==> config.mk <==
export PLATFORM = sky130hd
export DESIGN_NAME = hazard_scoreboard
export DESIGN_NICKNAME = d
export VERILOG_FILES = /design/src/rtl/hazard_scoreboard.sv
export SDC_FILE = /design/constraint.sdc
export NUM_CORES = 1
export LEC_CHECK = 0
export CORE_ASPECT_RATIO = 0.5
export CORE_UTILIZATION = 55
export CTS_BUF_LIST = sky130_fd_sc_hd__clkbuf_8
export DETAILED_ROUTE_END_ITERATION = 6
export PLACE_DENSITY = 0.76
export SYNTH_ARGS = -nofsm -noshare
export SYNTH_HDL_FRONTEND = slang
export SYNTH_SLANG_ARGS = --single-unit
==> constraint.sdc <==
create_clock -name clk_i -period 10.5 [get_ports clk_i]
set_input_delay 3.15 -clock clk_i [delete_from_list [all_inputs] [get_ports clk_i]]
set_output_delay 3.15 -clock clk_i [all_outputs]
set_load 0.05 [all_outputs]
==> src/rtl/hazard_scoreboard.sv <==
// Stall/flush controller for the non-forwarding RV32I pipeline using per-register countdown scoreboard.
// Optional perf counters (stall_cnt_o / flush_cnt_o) are built when HAZARD_PERF_EN is defined.
module hazard_scoreboard #(
    parameter int unsigned DATA_WIDTH = 32,
    parameter int unsigned WB_DIST    = 3,
    parameter int unsigned BR_FLUSH   = 1,
    parameter int unsigned CNT_WIDTH  = 32
) (
    input  logic                  clk_i,
    input  logic                  rst_ni,
    input  logic [DATA_WIDTH-1:0] id_inst_i,
    input  logic                  id_valid_i,
    input  logic                  br_taken_i,
    output logic                  stall_o,
    output logic                  flush_o,
    output logic                  issue_o,
    output logic                  busy_o
`ifdef HAZARD_PERF_EN
    ,
    output logic [CNT_WIDTH-1:0]  stall_cnt_o,
    output logic [CNT_WIDTH-1:0]  flush_cnt_o
`endif
);

    localparam int unsigned SB_W = (WB_DIST > 1) ? $clog2(WB_DIST) : 1;
    localparam int unsigned FL_W = 3;
    localparam logic [SB_W-1:0] SB_LOAD = SB_W'(WB_DIST - 1);
    localparam logic [FL_W-1:0] FL_LOAD = FL_W'(BR_FLUSH - 1);

    localparam logic [6:0] OP_LUI    = 7'b0110111;
    localparam logic [6:0] OP_AUIPC  = 7'b0010111;
    localparam logic [6:0] OP_JAL    = 7'b1101111;
    localparam logic [6:0] OP_JALR   = 7'b1100111;
    localparam logic [6:0] OP_BRANCH = 7'b1100011;
    localparam logic [6:0] OP_LOAD   = 7'b0000011;
    localparam logic [6:0] OP_STORE  = 7'b0100011;
    localparam logic [6:0] OP_IMM    = 7'b0010011;
    localparam logic [6:0] OP_OP     = 7'b0110011;
    localparam logic [6:0] OP_FENCE  = 7'b0001111;

    typedef enum logic {
        RUN,
        FLUSH
    } state_e;

    state_e          state_q;
    logic [FL_W-1:0] fl_cnt_q;
    logic [SB_W-1:0] cnt_q [32];

    logic [6:0] opcode;
    logic [4:0] rd, rs1, rs2;
    logic       rs1_use, rs2_use, rd_use, is_fence;
    logic       rd_track, raw, drain, flush_c, stall_c, issue_c, busy_c;

    assign opcode = id_inst_i[6:0];
    assign rd     = id_inst_i[11:7];
    assign rs1    = id_inst_i[19:15];
    assign rs2    = id_inst_i[24:20];

    logic unused_bits;
    assign unused_bits = ^{id_inst_i[DATA_WIDTH-1:25], id_inst_i[14:12]};

    // Register usage decode by opcode
    always_comb begin
        rs1_use  = 1'b0;
        rs2_use  = 1'b0;
        rd_use   = 1'b0;
        is_fence = 1'b0;
        case (opcode)
            OP_LUI, OP_AUIPC, OP_JAL: rd_use = 1'b1;
            OP_JALR, OP_LOAD, OP_IMM: begin
                rs1_use = 1'b1;
                rd_use  = 1'b1;
            end
            OP_BRANCH, OP_STORE: begin
                rs1_use = 1'b1;
                rs2_use = 1'b1;
            end
            OP_OP: begin
                rs1_use = 1'b1;
                rs2_use = 1'b1;
                rd_use  = 1'b1;
            end
            OP_FENCE: is_fence = 1'b1;
            default: ;
        endcase
    end

    always_comb begin
        busy_c = 1'b0;
        for (int unsigned i = 1; i < 32; i++) begin
            busy_c = busy_c | (cnt_q[i] != '0);
        end
    end

    // x0 entry is held at zero, so x0 reads never hazard
    assign raw      = id_valid_i & ((rs1_use & (cnt_q[rs1] != '0)) |
                                    (rs2_use & (cnt_q[rs2] != '0)));
    assign drain    = id_valid_i & is_fence & busy_c;
    assign flush_c  = rst_ni & (br_taken_i | (state_q == FLUSH));
    assign stall_c  = rst_ni & ~flush_c & (raw | drain);
    assign issue_c  = rst_ni & id_valid_i & ~stall_c & ~flush_c;
    assign rd_track = rd_use & (rd != 5'd0) & (WB_DIST > 1);

    assign stall_o = stall_c;
    assign flush_o = flush_c;
    assign issue_o = issue_c;
    assign busy_o  = busy_c;

    // Scoreboard: a fresh issue reloads its rd, otherwise counters count down
    always_ff @(posedge clk_i) begin
        cnt_q[0] <= '0;
        for (int unsigned i = 1; i < 32; i++) begin
            if (!rst_ni) begin
                cnt_q[i] <= '0;
            end else if (issue_c && rd_track && (rd == 5'(i))) begin
                cnt_q[i] <= SB_LOAD;
            end else if (cnt_q[i] != '0) begin
                cnt_q[i] <= cnt_q[i] - SB_W'(1);
            end
        end
    end

    // Flush window FSM: fl_cnt holds the remaining FLUSH-state cycles
    always_ff @(posedge clk_i) begin
        if (!rst_ni) begin
            state_q  <= RUN;
            fl_cnt_q <= '0;
        end else begin
            case (state_q)
                RUN: begin
                    if (br_taken_i && (BR_FLUSH > 1)) begin
                        state_q  <= FLUSH;
                        fl_cnt_q <= FL_LOAD;
                    end
                end
                FLUSH: begin
                    if (br_taken_i) begin
                        fl_cnt_q <= FL_LOAD;
                    end else if (fl_cnt_q <= FL_W'(1)) begin
                        state_q  <= RUN;
                        fl_cnt_q <= '0;
                    end else begin
                        fl_cnt_q <= fl_cnt_q - FL_W'(1);
                    end
                end
                default: begin
                    state_q  <= RUN;
                    fl_cnt_q <= '0;
                end
            endcase
        end
    end

`ifdef HAZARD_PERF_EN
    // Saturating event counters
    always_ff @(posedge clk_i) begin
        if (!rst_ni) begin
            stall_cnt_o <= '0;
            flush_cnt_o <= '0;
        end else begin
            if (stall_c && !(&stall_cnt_o)) stall_cnt_o <= stall_cnt_o + CNT_WIDTH'(1);
            if (flush_c && !(&flush_cnt_o)) flush_cnt_o <= flush_cnt_o + CNT_WIDTH'(1);
        end
    end
`else
    localparam int unsigned unused_cnt_width = CNT_WIDTH;
`endif

endmodule
* After elaboration in Yosys (flattened, before gate mapping)
Memories as Yosys holds them, arrays and structs flattened.
Cells that the tools add are included.
** Word-level totals
- Register bits after elaboration :: 4
- Latch bits :: 0
- Bits in writable memories :: 64
- Memory bits (read-only) :: 0
- Input bits :: 36
- Output and inout port bits :: 4
- Memories kept :: 1
** Memory list
- cnt_q :: depth 32, width 2, rd ports 33, clocked after memory_dff 0, write ports 32, RTL line 48 : logic [SB_W-1:0] cnt_q [32];
** Cells by class
- Add/subtract/negate cells :: 32
- $mul :: 0
- Divide/modulo/power cells :: 0
- Magnitude comparators :: 1
- Equality and inequality tests :: 41
- Shifts and indexed selects :: 0
- Multiplexer cells :: 288
- Bitwise logic cells :: 109
- Reduce and logical (&&, ||, !) cells :: 70
** Operator list (number)
- 2-to-1 mux 1 bit :: 224
- 2-to-1 mux 2 bit :: 62
- OR 1 bit :: 95
- equality test 5 bit (second input constant) :: 16
- nonzero test 2 bit :: 33
- subtractor 2 x 1 -> 2 bit (second input constant) :: 31
- equality test 5 x 4 -> 1 bit (second input constant) :: 8
- logical AND 1 bit :: 32
- equality test 7 x 6 -> 1 bit (second input constant) :: 3
- equality test 7 bit (second input constant) :: 3
- equality test 5 x 3 -> 1 bit (second input constant) :: 4
- equality test 7 x 5 -> 1 bit (second input constant) :: 2
- AND 1 bit :: 12
- equality test 5 x 2 -> 1 bit (second input constant) :: 2
- equality test 7 x 2 -> 1 bit (second input constant) :: 1
- equality test 7 x 4 -> 1 bit (second input constant) :: 1
- OR reduction 7 bit :: 1
- 2-to-1 mux 3 bit :: 2
- OR reduction 6 bit :: 1
- equality test 5 x 1 -> 1 bit (second input constant) :: 1
- nonzero test 5 bit :: 1
- less-or-equal comparator 3 x 1 -> 1 bit (second input constant) :: 1
- OR reduction 3 bit :: 1
- subtractor 3 x 1 -> 3 bit (second input constant) :: 1
- 2 further kinds :: 3

* Depth between registers and ports, before layout
- Depth in word-level cells :: 44
- Mapped depth :: 10
- Depth with buffers taken out :: 9

* Least setup slack after synthesis
No wires, ideal clock.
- Kind :: input to output
- Start point :: input id_inst_i[15]
- End point :: output issue_o
- Arrival :: 5.835 ns
- Slack :: 1.515 ns
- Cell stages on the path :: 6
- Path buffers :: 1
- Path through :: buf_2 -> o41ai_2 -> a211oi_1 -> o31ai_2 -> nor2_1 -> nor4_1
** On the way
- Word-level cells in the longest chain between the ends :: 10
** RTL lines
- start, declared :: RTL line 11 : input logic [DATA_WIDTH-1:0] id_inst_i,
- memory (32 x 2 bit)
- nonzero test 2 bit :: RTL line 97 : assign raw = id_valid_i & ((rs1_use & (cnt_q[rs1] != '0)) |
- AND 1 bit :: RTL line 97
- OR 1 bit :: RTL line 97
- AND 1 bit :: RTL line 97
- OR 1 bit :: RTL line 101 : assign stall_c = rst_ni & ~flush_c & (raw | drain);
- AND 1 bit :: RTL line 101
- inverter 1 bit :: RTL line 102 : assign issue_c = rst_ni & id_valid_i & ~stall_c & ~flush_c;
- AND 1 bit (2 in series) :: RTL line 102
- end, declared :: RTL line 16 : output logic issue_o,
Every way passes these cells.

* Worst setup path after layout
- Start point :: input id_inst_i[16]
- End point :: output issue_o
Same word-level chain as after synthesis.

==> flow_summary.toml <==
[setup_path]
worst_r2r_endpoint = "cnt_q[11][0]"
rr_worst_depth = 9
worstSetupPathType = "primary input to primary output"
worstPathArrival_ns = 6.39
crit_required_ns = 7.35
timing.reg2reg.setup_slack_ns = 6.93
cp-start-kind = "primary input"
r2r-start = "cnt_q[25][0]"
worst-path-max-fanout = 6
critPathCaptureType = "primary output"

[timing]
post-route-period-util_pct = 90.9
timing.final.crit_period_ns = 9.54
achievable-frequency_mhz = 105
max-slew-margin-rel_pct = 38.5
finalMaxSlewViolations = 0
final-hold-violation-count = 0
timing.hold.ws_ns = 0.535
grt_setup_unrepaired = "no"
worstMarginPinSlew_ns = 0.922
final.setup_skew_ns = 0.00983
finalSetupTns_ns = 0
postLayoutSetupSlackWorst_ns = 0.959
finalSetupViolCount = 0

[detailed_routing]
post_drt_via_cell_ratio = 6.01
avg_wl_per_cell_um = 17.5
antenna_violating_nets_post_route = 0
detail_route.first_pass.iterations = 5
detailroute.via_count = 3834
dr.first_iter.drc_count = 283
remaining_drc_errors = 0
routed_wirelength_um = 11200

[cts]
clockBufferDepth = 2
clock_latency_ns = 0.36
cts_inserted_buffers = 9
ctsResizeCount = 0
cts.repair_timing.setup_buffer_count = 0
root_buffer = "sky130_fd_sc_hd__clkbuf_8"
clock-sinks = 66
clock_tree_from_tritoncts = "yes"
hold_buffers = 0
cts.htree.levels = 3
worst_setup_hold_path_clk_slew_ns = 0.07

[pwr]
power.total_mw = 1.34
max-vdd-ir-drop_v = 0.0000795
pwr_density_cell_nw_per_um2 = 236
static-leakage-power_nw = 2.16

[synthesis]
yosys.area.top_type = "sky130_fd_sc_hd__edfxtp_1"
synth_top_area_share_pct = 35.8
synth_top_family_by_area = "simple AND/OR/NAND/NOR gates"
postSynthAreaPerCell_um2 = 10.5
synth_cell_type_count = 61
postSynthRegisterBits = 66
netlist_top_cells_count = "sky130_fd_sc_hd__inv_1, sky130_fd_sc_hd__edfxtp_1, sky130_fd_sc_hd__nor2_1, sky130_fd_sc_hd__ha_1"
synth_mux_area_share_pct = 4.69
synth_most_common_cell = "sky130_fd_sc_hd__inv_1"
synth_compound_gate_area_share_pct = 12.3
async_flop_share_pct = 0
yosys_warnings = 0
syn_inst = 495
synth-seq-area-share_pct = 37.3
synth_top_cells_by_area = "sky130_fd_sc_hd__edfxtp_1, sky130_fd_sc_hd__ha_1, sky130_fd_sc_hd__nor4b_2"
share_of_the_synthesized_netlist_area_taken_by_xor_and_xnor_gates_pct = 0
synthSimpleGateAreaFrac_pct = 29.8
postSynth.topFlopCell = "sky130_fd_sc_hd__edfxtp_1"
synthAdderAreaFrac_pct = 7.93
syn_nets = 564
synth_edf_count = 62
syn-cell-area_um2 = 5210

[floorplan]
die_boundary_width_um = 140
fp.dieH_um = 70.8
start_util_pct = 58.2
die-area_um2 = 9880
row_count = 24
io-pin-count = 40
core-area_um2 = 8950

[layout]
sequential_cell_area_um2 = 1940
multi_input_gate_area_in_the_final_layout_um2 = 2850
finalNonFillerCells = 638
finish.net_count = 585
antenna-diode-count = 0
areaGrowthSynthToFinish_pct = 8.87
fin_area_um2 = 5670
fin_util_pct = 63.3
final_layout_size_suffix_gt1_share_pct = 15.5
n_fill_cell = 718

[global_routing]
grt.total_usage_pct = 24.6
grt_max_degree = 99
antenna_found_initial = 0
overflow = 0
number_of_global_route_vias_before_repair = 3705
grt_first_pass_wirelength_um = 18300

[job]
cap_viol_max_count = 0

[worst_hold_path]
min_to = "state_q"
min_from = "state_q"
whs_path_depth = 1
holdCritPathClass = "register to register"

[placed_design]
postPlaceCellArea_um2 = 5510
dp.final_hpwl_um = 8250
place_worst_setup_slack_ns = 1.00
place.gp.congestion = 0.902
io_buffers = 29
dpl.cell_count = 622

[outcome]
run_status = "finished, final reports clean"
area by class of cell:
| type | instances | area share (%) |
|---|---|---|
| Sequential cell | 66 | 34.3 |
| Tap cell | 117 | 2.58 |
| Clock buffer | 10 | 2.43 |
| Timing Repair Buffer | 31 | 5.30 |
| Inverter | 71 | 4.70 |
| Clock inverter | 6 | 0.419 |
| Multi-Input combinational cell | 337 | 50.3 |
routing by layer:
layer	part of all wire, %	vias to the layer above	GRT usage [%]
li1	-	1878	-
met1	46	1849	32.5
met2	45	91	39.2
met3	6.7	16	7.45
met4	1.8	0	8.18
met5	0	-	0
how the worst max path moves through the flow:
| stage | from | endpoint | cells past startpoint |
|---|---|---|---|
| after floorplan | id_inst_i[15] | issue_o | 6 |
| after global placement | id_inst_i[16] | issue_o | 8 |
| after detailed placement | id_inst_i[16] | issue_o | 8 |
| after CTS | id_inst_i[16] | issue_o | 8 |
| after global routing | id_inst_i[16] | issue_o | 8 |
| final | id_inst_i[16] | issue_o | 8 |
registers in the layout (all words and copies together) (netlist names):
register  cells
fl_cnt_q      3
cnt_q        62
state_q       1
kinds of logic (layout without fill, tap and decap cells):
kind of cell	count (synthesis)	count (layout)
buffers and inverters	92	118
AND/OR/NAND/NOR	217	217
flip-flops	66	66
adder cells (fa/ha/maj)	33	33
AO/OA/AOI/OAI	74	74
multiplexers	13	13
worst max-delay path, stage by stage:
cell and delay [ns]:
sky130_fd_sc_hd__clkdlybuf4s50_1 0.70, sky130_fd_sc_hd__inv_2 0.17, sky130_fd_sc_hd__mux4_2 0.37, sky130_fd_sc_hd__mux2i_1 0.12, sky130_fd_sc_hd__a221oi_2 0.55, sky130_fd_sc_hd__nor2_1 0.14
sky130_fd_sc_hd__nor4_1 0.32, sky130_fd_sc_hd__clkdlybuf4s50_1 0.86
cell usage in the layout, fill, tap and decap left out, drive strengths merged, types with 2 or more instances in the layout:
cell and instances:
a2111oi 4, a211o 3, a211oi 2, a21oi 10
a31oi 3, and2 2, buf 3, clkbuf 10
clkdlybuf4s50 28, dfxtp 4, edfxtp 62, ha 33
inv 76, mux2i 3, mux4 9, nand2 12
nand2b 4, nand3 2, nand3b 32, nand4 8
nor2 60, nor2b 2, nor3 43, nor3b 4
nor4 3, nor4b 31, o2111ai 2, o211a 4
o21a 32, o21ai 2, o21bai 2, o22ai 2
o31ai 2, or2 3, or3 3, or3b 2
where the power goes:
group	leakage (nW)	switching (mW)	internal [mW]
registers	0.711	0.0918	0.451
logic	1.34	0.330	0.282
clock network	0.102	0.0976	0.0875
Note: power is estimated with default switching activity, not from simulation.
==> RTL change 1 (same settings) <==
Set the parameter `WB_DIST` to 6 (it was 3).
--- a/src/rtl/hazard_scoreboard.sv
+++ b/src/rtl/hazard_scoreboard.sv
@@ -3,5 +3,5 @@
 module hazard_scoreboard #(
     parameter int unsigned DATA_WIDTH = 32,
-    parameter int unsigned WB_DIST    = 3,
+    parameter int unsigned WB_DIST    = 6,
     parameter int unsigned BR_FLUSH   = 1,
     parameter int unsigned CNT_WIDTH  = 32
Check against the original RTL: not equivalent (a bounded check fails within 4 cycles, from zero or initial values and one cycle with rst_ni low).
==> RTL change 1 against the unedited design <==
Worst hold slack worse by 0.028 ns; cell area up 50%; cell count up 55%; critical path depth up 1; sequential cell count up 31; via count up 68%; synthesized area up 52%; sequential share of layout area down 0.36 points; worst setup slack worse by 0.088 ns; total power up 59%; wire length up 73%; largest cell class unchanged; highest routed layer unchanged.
==> RTL change 1: results <==
[run_status]
status = complete, no violations

[placement]
gp_congestion = 0.868
pre_cts_ws_ns = 0.918
dp_hpwl_mm = 13.9
dp_cells = 973
place_area_mm2 = 0.00827

[logic_synthesis]
ys_seq_area_share_pct = 36.4
synth_compound_area_share_pct = 21.5
async_flop_share_pct = 0
synth-adder-area-share_pct = 9.98
synth_edf_count = 93
synth_cell_types = 53
yosysMostFrequentCell = edfxtp_1
muxShareOfSynthArea_pct = 6.07
synth.avg_cell_area_um2 = 9.93
synth.top_cells.by_count = edfxtp_1 (93), nor2_1 (86), inv_1 (71)
synth_area_leaders = edfxtp_1 (35%), ha_1 (10%), o32ai_2 (5.8%)

[pwr]
peakVddDrop_v = 0.0000926
p_leak_nw = 3.05

[worst_setup_path]
crit_family = buffers and inverters
max_stage_delay_ns = 0.73
setup.worst_path.start = id_inst_i[21]
arrival_ns = 6.48
crit_fanout = 14
worstReg2RegStart = cnt_q[24][0]$_DFFE_PP_

[grt]
grt_max_degree = 86
grt_pass1_vias = 5918
antenna_found_initial = 0
grtUsageTotal_pct = 26.7
grt_pass1_wl_mm = 30.5

[worst_hold_path]
hold_class = flip-flop to flip-flop
hold_start = fl_cnt_q[2]$_SDFFE_PN0P_

[detailed_routing]
via_count = 6427
ant_nets = 0
first_iter_violations = 641
wl_per_cell_um = 19.6

[final_layout]
nets = 891
diodes = 0
top_regs = cnt_q: 93 flops, fl_cnt_q: 3 flops, state_q: 1 flops
drive_gt1_share_pct = 13.1
instances_no_fill = 988

[timing]
worst_slew_margin_rel_pct = 37.1
clock_skew_ns = 0.0146

[cts]
clk_latency_ns = 0.39
path_clk_slew_ns = 0.09
cts_setup_buffers = 0
RTL change 1: per-layer routing:
layer / track usage [%] / share of wire (%)
met1: 37.4 / 46
met5: 0 / 0
met2: 42.5 / 46
met3: 5.07 / 7.4
met4: 6.57 / 1.4
RTL change 1: logic make-up after synthesis:
family                     after synthesis
AOI/OAI and AO/OA                      178
adders and majority gates               63
buffers and inverters                  126
DFF                                     97
muxes                                   39
and+or+nand+nor                        292
RTL change 1: power by group:
| group | switching (mW) | internal [mW] |
|---|---|---|
| Clock | 0.137 | 0.132 |
| Sequential | 0.170 | 0.660 |
| Combinational | 0.514 | 0.513 |
RTL change 1: cell type report:
type                            instances  area [um^2]
Clock buffer                            9          124
Tap cell                              192          240
Fill cell                            1195         5300
Clock inverter                          6         83.8
Inverter                               71          267
Sequential cell                        97         2870
Timing Repair Buffer                   41          385
Multi-Input combinational cell        572         4500
RTL change 1: tightest hold or removal path, delay by kind of cell (launching register included):
family / cells / cell delay [ns]
flops: 1 / 0.35
compound gates: 1 / 0.06
simple gates: 1 / 0.06
RTL change 1: metrics by stage:
step / util [%] / hold WS [ns]
2_1_floorplan: - / 0.468
3_3_place_gp: 60.0 / 0.490
3_5_place_dp: 60.0 / 0.505
4_1_cts: 61.5 / 0.516
5_1_grt: 61.5 / 0.543
6_report: 61.5 / 0.507
RTL change 1: worst paths after layout:
path | endpoint | slack [ns] | depth (start not counted)
worst min-delay path | fl_cnt_q[2]$_SDFFE_PN0P_ | 0.51 | 2
worst max register to register | cnt_q[7][2]$_DFFE_PP_ | 5.80 | 10
worst min register to register | fl_cnt_q[2]$_SDFFE_PN0P_ | 0.51 | 2
worst max-delay path | stall_o | 0.87 | 9
==> RTL change 2 (config.mk and constraints unchanged) <==
Without the edit above. The option `HAZARD_PERF_EN` is turned on by a define.
--- a/src/rtl/hazard_scoreboard.sv
+++ b/src/rtl/hazard_scoreboard.sv
@@ -1,4 +1,6 @@
 // Stall/flush controller for the non-forwarding RV32I pipeline using per-register countdown scoreboard.
 // Optional perf counters (stall_cnt_o / flush_cnt_o) are built when HAZARD_PERF_EN is defined.
+`define HAZARD_PERF_EN
+
 module hazard_scoreboard #(
     parameter int unsigned DATA_WIDTH = 32,
Formal check against the unedited RTL (old outputs only; new: flush_cnt_o and stall_cnt_o): same outputs for any inputs over 4 cycles, from zero or initial values and one cycle with rst_ni low; that may be too few to reach the edited logic, so the function may still have changed.
==> RTL change 2 against the unedited design <==
Register-to-register slack got worse by 0.60 ns; clock power increased to 2.5 times the old value; total power increased by 33%; worst setup slack got worse by 0.082 ns; clock skew increased by 0.0043 ns; wire length increased by 83%; sequential cell count increased by 64; via count increased by 83%; global-route usage increased by 3.1 points; cell area increased by 66%; sequential power increased by 40%; synthesized area increased by 54%; largest cell class unchanged.
==> RTL change 2: results <==
[detailed_routing]
via_count = 7030
routed_via_density = 6.19

[final_layout]
buffers = 98
n_all_inverters = 73
regArea_mm2 = 0.00322
multi_input_area_share_pct = 45.6
clkbuf_count = 20
drive_gt1_share_pct = 6.99

[logic_synthesis]
ys_seq_area_share_pct = 40.1
synth.top_cells.by_count = nor2_1 (78), inv_1 (73), dfxtp_1 (68)

[worst_hold_path]
hold_start = stall_cnt_o[16]$_SDFFE_PN0P_
hold_depth = 2

[worst_setup_path]
r2r_cells = 8
max_stage_delay_ns = 0.97
timing.rr.end = cnt_q[1][1]$_DFFE_PP_
setup.worst_path.start = id_inst_i[21]
worstReg2RegStart = cnt_q[7][0]$_SDFFCE_PN0P_

[pwr]
power_frac_comb_pct = 31.2
peakVddDrop_v = 0.0000867
combinationalPower_mw = 0.556

[placement]
dp_hpwl_mm = 14.4
dp_cells = 1104
place_area_mm2 = 0.00900
io_buffers = 93

[run_status]
status = complete, no violations

[grt]
grt_pass1_vias = 6539
met3_usage_pct = 7.02

[timing]
holdWs_ns = 0.496
worst_pin_slew_ns = 1.12
clock_skew_ns = 0.0141
-- RTL change 2: changes by cell type in the layout (fill, tap and decap cells not counted), moves of 20 or more --
cell             before  now
clkdlybuf4s50_1      28   92
dfxtp_1               4   68
nand3_1               2   40
nand2_1              12   46
o32ai_1               0   29
o21a_1               32    4
o211ai_1              0   25
nand3b_1             32    9
nand4_1               8   30
nand2b_1              4   24
nor4b_2              20    0
-- RTL change 2: how the worst max path moves through the flow --
stage / end / slack, ns / cells past startpoint
after floorplan: stall_o / 1.86 / 9
after global placement: issue_o / 0.95 / 7
after detailed placement: issue_o / 0.88 / 7
after CTS: issue_o / 0.87 / 7
after global routing: issue_o / 0.77 / 7
final: issue_o / 0.88 / 7
-- RTL change 2: logic make-up after synthesis --
group | synth area share, %
AOI/OAI and AO/OA | 16.2
xor gates and xnor gates | 2.83
adders and majority gates | 5.45
buffers and inverters | 6.50
DFF | 40.1
muxes | 4.16
and+or+nand+nor | 24.7
